### config.mk
export PLATFORM = sky130hd
export DESIGN_NAME = updown_mod_counter_flat
export DESIGN_NICKNAME = d
export VERILOG_FILES = /design/src/rtl/updown_mod_counter_if.sv /design/src/rtl/updown_mod_counter.sv /design/src/flat_wrapper.sv
export SDC_FILE = /design/constraint.sdc
export NUM_CORES = 1
export LEC_CHECK = 0
export CAP_MARGIN = 15
export CORE_AREA = 2 2 39 41
export DETAILED_ROUTE_END_ITERATION = 12
export DIE_AREA = 0 0 41 43
export DONT_BUFFER_PORTS = 1
export PLACE_DENSITY_LB_ADDON = 0.12
export SLEW_MARGIN = 30
export SYNTH_ARGS = -nofsm -noshare
export SYNTH_HDL_FRONTEND = slang
export SYNTH_SLANG_ARGS = --single-unit
### constraint.sdc
create_clock -name clk -period 3 [get_ports clk]
set_input_delay 0.6 -clock clk [delete_from_list [all_inputs] [get_ports clk]]
set_output_delay 0.6 -clock clk [all_outputs]
set_load 0.02 [all_outputs]
### src/rtl/updown_mod_counter_if.sv
// updown_mod_counter_if: control, load and status signals of the up/down modulo counter
interface updown_mod_counter_if #(parameter int N = 3);
  logic         en;
  logic         down;
  logic         load;
  logic [N-1:0] d;
  logic [N-1:0] q;
  logic         tc;
  logic         wrap;
  modport master (output en, down, load, d, input q, tc, wrap);
  modport slave  (input en, down, load, d, output q, tc, wrap);
endinterface

### src/rtl/updown_mod_counter.sv
// updown_mod_counter: up/down counter modulo MODULUS with load, wrap or saturate, tc and wrap flags
module updown_mod_counter #(
  parameter int N        = 3,
  parameter int MODULUS  = 2**N,
  parameter bit SATURATE = 1'b0
) (
  input  logic                clk,
  input  logic                rst,
  updown_mod_counter_if.slave bus
);
  if (N < 2 || MODULUS < 2 || MODULUS > 2**N) begin : g_bad_param
    $error("updown_mod_counter: illegal N/MODULUS");
  end
  localparam logic [N-1:0] MAX = N'(MODULUS - 1);
  logic [N-1:0] q_q, q_d;
  logic         wrap_q, wrap_d;
  logic         at_end;
  logic [N-1:0] load_val;
  logic [N-1:0] end_val;
  always_comb begin
    at_end   = bus.down ? (q_q == '0) : (q_q == MAX);
    load_val = (bus.d > MAX) ? MAX : bus.d;
    end_val  = SATURATE ? q_q : (bus.down ? MAX : '0);
    q_d      = rst ? '0 :
               bus.load ? load_val :
               !bus.en ? q_q :
               at_end ? end_val :
               bus.down ? q_q - 1'b1 : q_q + 1'b1;
    wrap_d   = !rst && !bus.load && bus.en && at_end && !SATURATE;
  end
  always_ff @(posedge clk) begin
    q_q    <= q_d;
    wrap_q <= wrap_d;
  end
  assign bus.q    = q_q;
  assign bus.wrap = wrap_q;
  assign bus.tc   = !rst && bus.en && !bus.load && at_end;
endmodule

### src/flat_wrapper.sv
// flat-port wrapper written by rule: the top's interface ports become plain ports
module updown_mod_counter_flat 
#(
  parameter int N        = 3,
  parameter int MODULUS  = 2**N,
  parameter bit SATURATE = 1'b0
)
  (clk, rst, bus_en, bus_down, bus_load, bus_d, bus_q, bus_tc, bus_wrap);
  updown_mod_counter_if #(.N(N)) bus_i ();
  input  logic clk;
  input  logic rst;
  input wire logic [$bits(bus_i.en)-1:0] bus_en;
  input wire logic [$bits(bus_i.down)-1:0] bus_down;
  input wire logic [$bits(bus_i.load)-1:0] bus_load;
  input wire logic [$bits(bus_i.d)-1:0] bus_d;
  output wire logic [$bits(bus_i.q)-1:0] bus_q;
  output wire logic [$bits(bus_i.tc)-1:0] bus_tc;
  output wire logic [$bits(bus_i.wrap)-1:0] bus_wrap;
  assign bus_i.en = bus_en;
  assign bus_i.down = bus_down;
  assign bus_i.load = bus_load;
  assign bus_i.d = bus_d;
  assign bus_q = bus_i.q;
  assign bus_tc = bus_i.tc;
  assign bus_wrap = bus_i.wrap;
  updown_mod_counter #(.N(N), .MODULUS(MODULUS), .SATURATE(SATURATE)) u_core (.clk(clk), .rst(rst), .bus(bus_i));
endmodule
==> impl_metrics.tcl, run 1 <==
set metrics [dict create \
    ys_warn_count 0 \
    grt_max_degree 10 \
    cts.sinks 4 \
    ant_nets 0 \
    drt_first_pass_iters 3 \
    synth_ff_type "dfxtp_1" \
    ir_drop_v 0.000166 \
    insertion_delay_ns 0.23 \
    die_w_um 41 \
    diodes 0 \
    p_int_mw 0.118 \
    area_delta_synth_final_pct 16.4 \
    final-setup-viol-count 0 \
    first_iter_violations 3 \
    grt_pass1_vias 244 \
    tritoncts "yes" \
    leakagePower_nw 0.116 \
    placed_cells 50 \
    htreeDepth 1 \
    async_reset_ff_share_pct 0 \
    fin_setup_tns_ns 0 \
    wirelength_um 657 \
    worstPathRequired_ns 2.40 \
    synth.net_count 43 \
    start_kind "register" \
    drc 0 \
    clockPowerShare_pct 40.0 \
    die_h_um 43 \
    timing.final.hold_violations 0 \
    p_per_area_nw_per_um2 498 \
    synth_area_leaders "dfxtp_1 28%, nor4b_1 9.3%, a21oi_1 7.1%" \
    fin_hold_ws_ns 0.435 \
    clockBufferDepth 2 \
    utilization_pct 23.7 \
    synth_top_cell_by_area "dfxtp_1" \
    fp.dieArea_um2 1760 \
    max_freq_ghz 0.440 \
    power.switching_mw 0.0457 \
    cts_setup_buffers 0 \
    synthCells 34 \
    maxCapViolCount 0 \
    vias 256 \
    gp_congestion 0.628 \
    synth.distinct_cells 20 \
    path_max_fanout 8 \
    worstSetupEndpoint "bus_tc" \
    initial_core_util_pct 20.3 \
    seqCellArea_um2 80.1 \
    finalCriticalPeriod_ns 2.27 \
    layout.cells.non_filler 53 \
    arrival_ns 1.67 \
    seq_area_frac_synth_pct 28.4 \
    fin_ws_ns 0.730 \
    rsz0062_at_grt "false" \
    viasPerCell 4.83 \
    fin_nets 48 \
    hold_class "in -> reg" \
    critPathKind "reg -> out" \
    core_um2 1380 \
    comb_power_share_pct 17.9 \
    multi_input_area_um2 179 \
    place_area_um2 305 \
    fillerInstances 161 \
    tightest_slew_ns 0.441 \
    cp-startpoint "u_core.bus.q[2]$_SDFFE_PP0P_" \
    hold_buffers 0 \
    path_clk_slew_ns 0.04 \
    fin_skew_ns 0.00177 \
    postCtsResizedCells 0 \
    ys_ff_latch 4 \
    grt-ovfl-total 0 \
    portBuffers 0 \
    status "completed" \
    dp_slack_ns 0.849 \
    grt_pass1_wl_mm 1.03 \
    maxSlewHeadroom_pct 70.6 \
    antenna_found_initial 0 \
    grtUsageTotal_pct 8.72 \
    end_kind "output port" \
    fin_area_um2 328 \
    synth_area_um2 282 \
    cts_root_buf "clkbuf_4" \
    finalMaxSlewViolations 0 \
    seq_power_share_pct 42.2 \
    wl_per_cell_um 12.4 \
    drive_above_1_share_pct 16.2 \
    num_rows 14 \
    p_total_mw 0.163 \
    yosysTopAreaCellShare_pct 28.4 \
    worstReg2RegEnd "u_core.bus.q[2]$_SDFFE_PP0P_" \
    period_share_pct 75.7 \
    ff2ff_path_depth 5 \
    dpl.hpwl_um 524 \
    io_pins 13 \
    switching_share_pct 28.0 \
    cts_made_buffers 3 \
    syn_avg_cell_area_um2 8.28 \
    timing.reg2reg.setup_slack_ns 1.13 \
    r2r-start "u_core.bus.q[0]$_SDFFE_PP0P_" \
    synth-edff-count 0 \
]
[power groups by stage]
| stage | registers, mW | clock network, mW | logic [mW] |
|---|---|---|---|
| 3_3_place_gp | 0.0697 | 0 | 0.0295 |
| 4_1_cts | 0.0690 | 0.0708 | 0.0296 |
| 5_1_grt | 0.0697 | 0.0742 | 0.0325 |
| 2_1_floorplan | 0.0678 | 0 | 0.0270 |
| 3_5_place_dp | 0.0698 | 0 | 0.0294 |
| 6_report | 0.0688 | 0.0653 | 0.0292 |
[cell usage in the layout (no fill, tap or decap)]
cell type / n
nand4_1: 2
xnor2_1: 1
o31ai_1: 1
a21oi_1: 4
nor3b_1: 1
clkbuf_4: 3
o22ai_1: 1
o41ai_1: 1
nor2_1: 2
nand2_1: 2
inv_1: 4
dfxtp_1: 4
a221oi_1: 1
nor4b_1: 3
or3_1: 1
fa_1: 1
nor4bb_1: 1
inv_2: 1
a22oi_2: 1
xor2_1: 1
buf_4: 1
[final cells by class]
type / count / share of cell area [%]
clock buffer: 3 / 6.87
inverter: 5 / 5.73
tap: 16 / 6.11
timing repair buffer: 1 / 2.29
sequential: 4 / 24.4
multi-input combinational: 24 / 54.6
[critical path, stage by stage, from the launching register on]
cell and delay (ns):
dfxtp_1 0.58, nand4_1 0.21, o41ai_1 0.13, nor4b_1 0.31, buf_4 0.20
[routing by layer]
metal	up-vias	routed length [um]	track usage, %
met5	-	0	0
met4	0	0	8.00
met3	0	71	3.66
met2	8	322	11.9
met1	115	263	9.58
li1	133	-	-
[logic make-up (layout without fill, tap and decap cells)]
group,after synthesis,after routing,synth area share [%]
flops,4,4,28.4
fa+ha+maj,1,1,7.11
xor+xnor,2,2,6.22
compound gates,9,9,22.7
buf+inv,6,9,8.00
simple gates,12,12,27.6
[cells in the mapped netlist, types with 2 or more instances]
master	count
a21oi_1	4
dfxtp_1	4
inv_1	4
nor4b_1	3
nand2_1	2
nand4_1	2
nor2_1	2
[registers in the layout, indices dropped and copies added (netlist names)]
| signal | flops |
|---|---|
| u_core.bus.wrap | 1 |
| u_core.bus.q | 3 |
[worst min-delay path by stage]
stage	from	end	slack, ns	cells after the start
after floorplan	u_core.bus.q[1]$_SDFFE_PP0P_	u_core.bus.q[1]$_SDFFE_PP0P_	0.67	2
after global placement	rst	u_core.bus.q[0]$_SDFFE_PP0P_	0.67	1
after detailed placement	rst	u_core.bus.q[0]$_SDFFE_PP0P_	0.68	1
after CTS	rst	u_core.bus.q[0]$_SDFFE_PP0P_	0.42	1
after global routing	rst	u_core.bus.q[0]$_SDFFE_PP0P_	0.42	1
final	rst	u_core.bus.q[0]$_SDFFE_PP0P_	0.43	1
No activity file was read; power rests on OpenSTA's default activity.
==> run 2: changes to the inputs <==
--- a/config.mk
+++ b/config.mk
@@ -5,6 +5,7 @@
 export SDC_FILE = /design/constraint.sdc
 export NUM_CORES = 1
 export LEC_CHECK = 0
+export ABC_AREA = 1
 export CAP_MARGIN = 15
 export CORE_AREA = 2 2 39 41
 export DETAILED_ROUTE_END_ITERATION = 12
==> constraint.sdc (replaced) <==
create_clock -name clk -period 1.95 [get_ports clk]
set_input_delay 0.39 -clock clk [delete_from_list [all_inputs] [get_ports clk]]
set_output_delay 0.39 -clock clk [all_outputs]
set_load 0.02 [all_outputs]
==> impl_metrics.tcl, run 2 <==
set metrics [dict create \
    status "completed" \
    grtUsageTotal_pct 10.5 \
    synth_area_leaders "dfxtp_1 28%, nand2_1 25%, inv_1 9.3%" \
    dp_slack_ns 0.422 \
    cts_root_buf "clkbuf_4" \
    fin_setup_tns_ns 0 \
    htreeDepth 1 \
    maxSlewHeadroom_pct 77.1 \
    wirelength_um 663 \
    rsz0062_at_grt "false" \
    num_rows 14 \
    layout.cells.non_filler 69 \
    area_delta_synth_final_pct 20.4 \
    holdPathEnd "u_core.bus.wrap$_DFF_P_" \
    hold_buffers 0 \
    ff2ff_path_depth 7 \
    core_um2 1380 \
    synth_common_cells "19 x nand2_1, 7 x inv_1, 4 x dfxtp_1" \
    maxCapViolCount 0 \
    drive_above_1_share_pct 17.0 \
    portBuffers 0 \
    vias 286 \
    fin_area_um2 340 \
    syn_avg_cell_area_um2 5.89 \
    fin_skew_ns 0.00525 \
    synth.net_count 57 \
    synth-edff-count 0 \
    cts_setup_buffers 0 \
    ant_nets 0 \
    hold_start "rst" \
    final_cell_mix "19 x nand2_1, 7 x inv_1, 4 x dfxtp_1" \
    postCtsResizedCells 0 \
    path_max_fanout 4 \
    seqCellArea_um2 80.1 \
    io_pins 13 \
    mostFrequentLayoutCell "nand2_1" \
    finalCriticalPeriod_ns 1.75 \
    drc 0 \
    fin_hold_ws_ns 0.236 \
    cts_made_buffers 3 \
    synth.distinct_cells 13 \
    tightest_slew_ns 0.343 \
    grt_max_degree 6 \
    placed_cells 66 \
    start_kind "register" \
    yosysMostFrequentCell "nand2_1" \
    tritoncts "yes" \
    ir_drop_v 0.000231 \
    timing.reg2reg.setup_slack_ns 0.43 \
    multi_input_area_um2 169 \
    initial_core_util_pct 20.4 \
    end_kind "output port" \
    synth_area_um2 283 \
    worstReg2RegEnd "u_core.bus.q[1]$_SDFFE_PP0P_" \
    switching_share_pct 31.9 \
    comb_power_share_pct 23.1 \
    grt-ovfl-total 0 \
    fp.dieArea_um2 1760 \
    finalMaxSlewViolations 0 \
    p_total_mw 0.265 \
    r2r-start "u_core.bus.q[0]$_SDFFE_PP0P_" \
    path_clk_slew_ns 0.04 \
    ys_warn_count 0 \
    yosysTopAreaCellShare_pct 28.3 \
    utilization_pct 24.6 \
    fin_ws_ns 0.199 \
    period_share_pct 89.8 \
    gp_congestion 0.653 \
    insertion_delay_ns 0.24 \
    die_h_um 43 \
    arrival_ns 1.36 \
    leakagePower_nw 0.187 \
    seq_area_frac_synth_pct 28.3 \
    ys_ff_latch 4 \
    hold_class "in -> reg" \
    synth_top_cell_by_area "dfxtp_1" \
    fillerInstances 173 \
    synthCells 48 \
    clockBufferDepth 2 \
    synth_ff_type "dfxtp_1" \
    timing.final.hold_violations 0 \
    drt_first_pass_iters 2 \
    fin_nets 64 \
    grt_pass1_vias 294 \
    largest_reg_flops 3 \
    hold_depth 1 \
    p_per_area_nw_per_um2 777 \
    first_iter_violations 1 \
    p_int_mw 0.180 \
    antenna_found_initial 0 \
    wl_per_cell_um 9.61 \
    worstPathRequired_ns 1.56 \
    seq_power_share_pct 37.1 \
    cts.sinks 4 \
    dpl.hpwl_um 545 \
    power.switching_mw 0.0844 \
    die_w_um 41 \
    place_area_um2 318 \
    viasPerCell 4.14 \
    grt_pass1_wl_mm 1.19 \
    max_freq_ghz 0.571 \
    final-setup-viol-count 0 \
    critPathKind "reg -> out" \
    diodes 0 \
    async_reset_ff_share_pct 0 \
    clockPowerShare_pct 39.8 \
]
[run 2: worst max-delay path: stages (launching register included)]
cell     delay (ns)
dfxtp_1        0.52
nand3_1        0.13
nand2_1        0.10
nand2_2        0.07
nor3_1         0.14
buf_4          0.17
[run 2: routing by layer]
| layer | track usage (%) | share of wire, % | vias up | routed length [um] |
|---|---|---|---|---|
| li1 | - | - | 159 | - |
| met4 | 8.00 | 0.90 | 0 | 6 |
| met5 | 0 | 0 | - | 0 |
| met2 | 13.1 | 44 | 6 | 293 |
| met1 | 12.9 | 49 | 119 | 325 |
| met3 | 5.24 | 5.6 | 2 | 37 |
[run 2: cells by family after synthesis]
kind of cell	synth area share, %
AOI/OAI and AO/OA	7.08
adders and majority gates	7.08
buffers and inverters	11.9
DFF	28.3
and+or+nand+nor	45.6
[run 2: worst max-delay path by stage]
stage / endpoint / cells after the start / start
final: bus_tc / 5 / u_core.bus.q[0]$_SDFFE_PP0P_
after global routing: bus_tc / 6 / u_core.bus.q[1]$_SDFFE_PP0P_
after CTS: bus_tc / 5 / u_core.bus.q[0]$_SDFFE_PP0P_
after detailed placement: u_core.bus.q[2]$_SDFFE_PP0P_ / 8 / u_core.bus.q[0]$_SDFFE_PP0P_
after global placement: u_core.bus.q[1]$_SDFFE_PP0P_ / 7 / u_core.bus.q[0]$_SDFFE_PP0P_
after floorplan: bus_tc / 5 / u_core.bus.q[1]$_SDFFE_PP0P_
[run 2: power groups by stage]
stage / clock (mW) / sequential (mW) / combinational (mW)
after CTS: 0.112 / 0.0981 / 0.0625
after detailed placement: 0 / 0.0994 / 0.0615
after global placement: 0 / 0.0994 / 0.0637
after global routing: 0.117 / 0.0985 / 0.0738
final: 0.105 / 0.0981 / 0.0612
after floorplan: 0 / 0.101 / 0.0463
[run 2: area by class of cell]
type                            instances  share of cell area (%)
Clock buffer                            3                    6.62
Tap cell                               16                    5.88
Timing Repair Buffer                    2                    4.41
Sequential cell                         4                    23.5
Multi-Input combinational cell         35                    49.6
Inverter                                9                    9.93
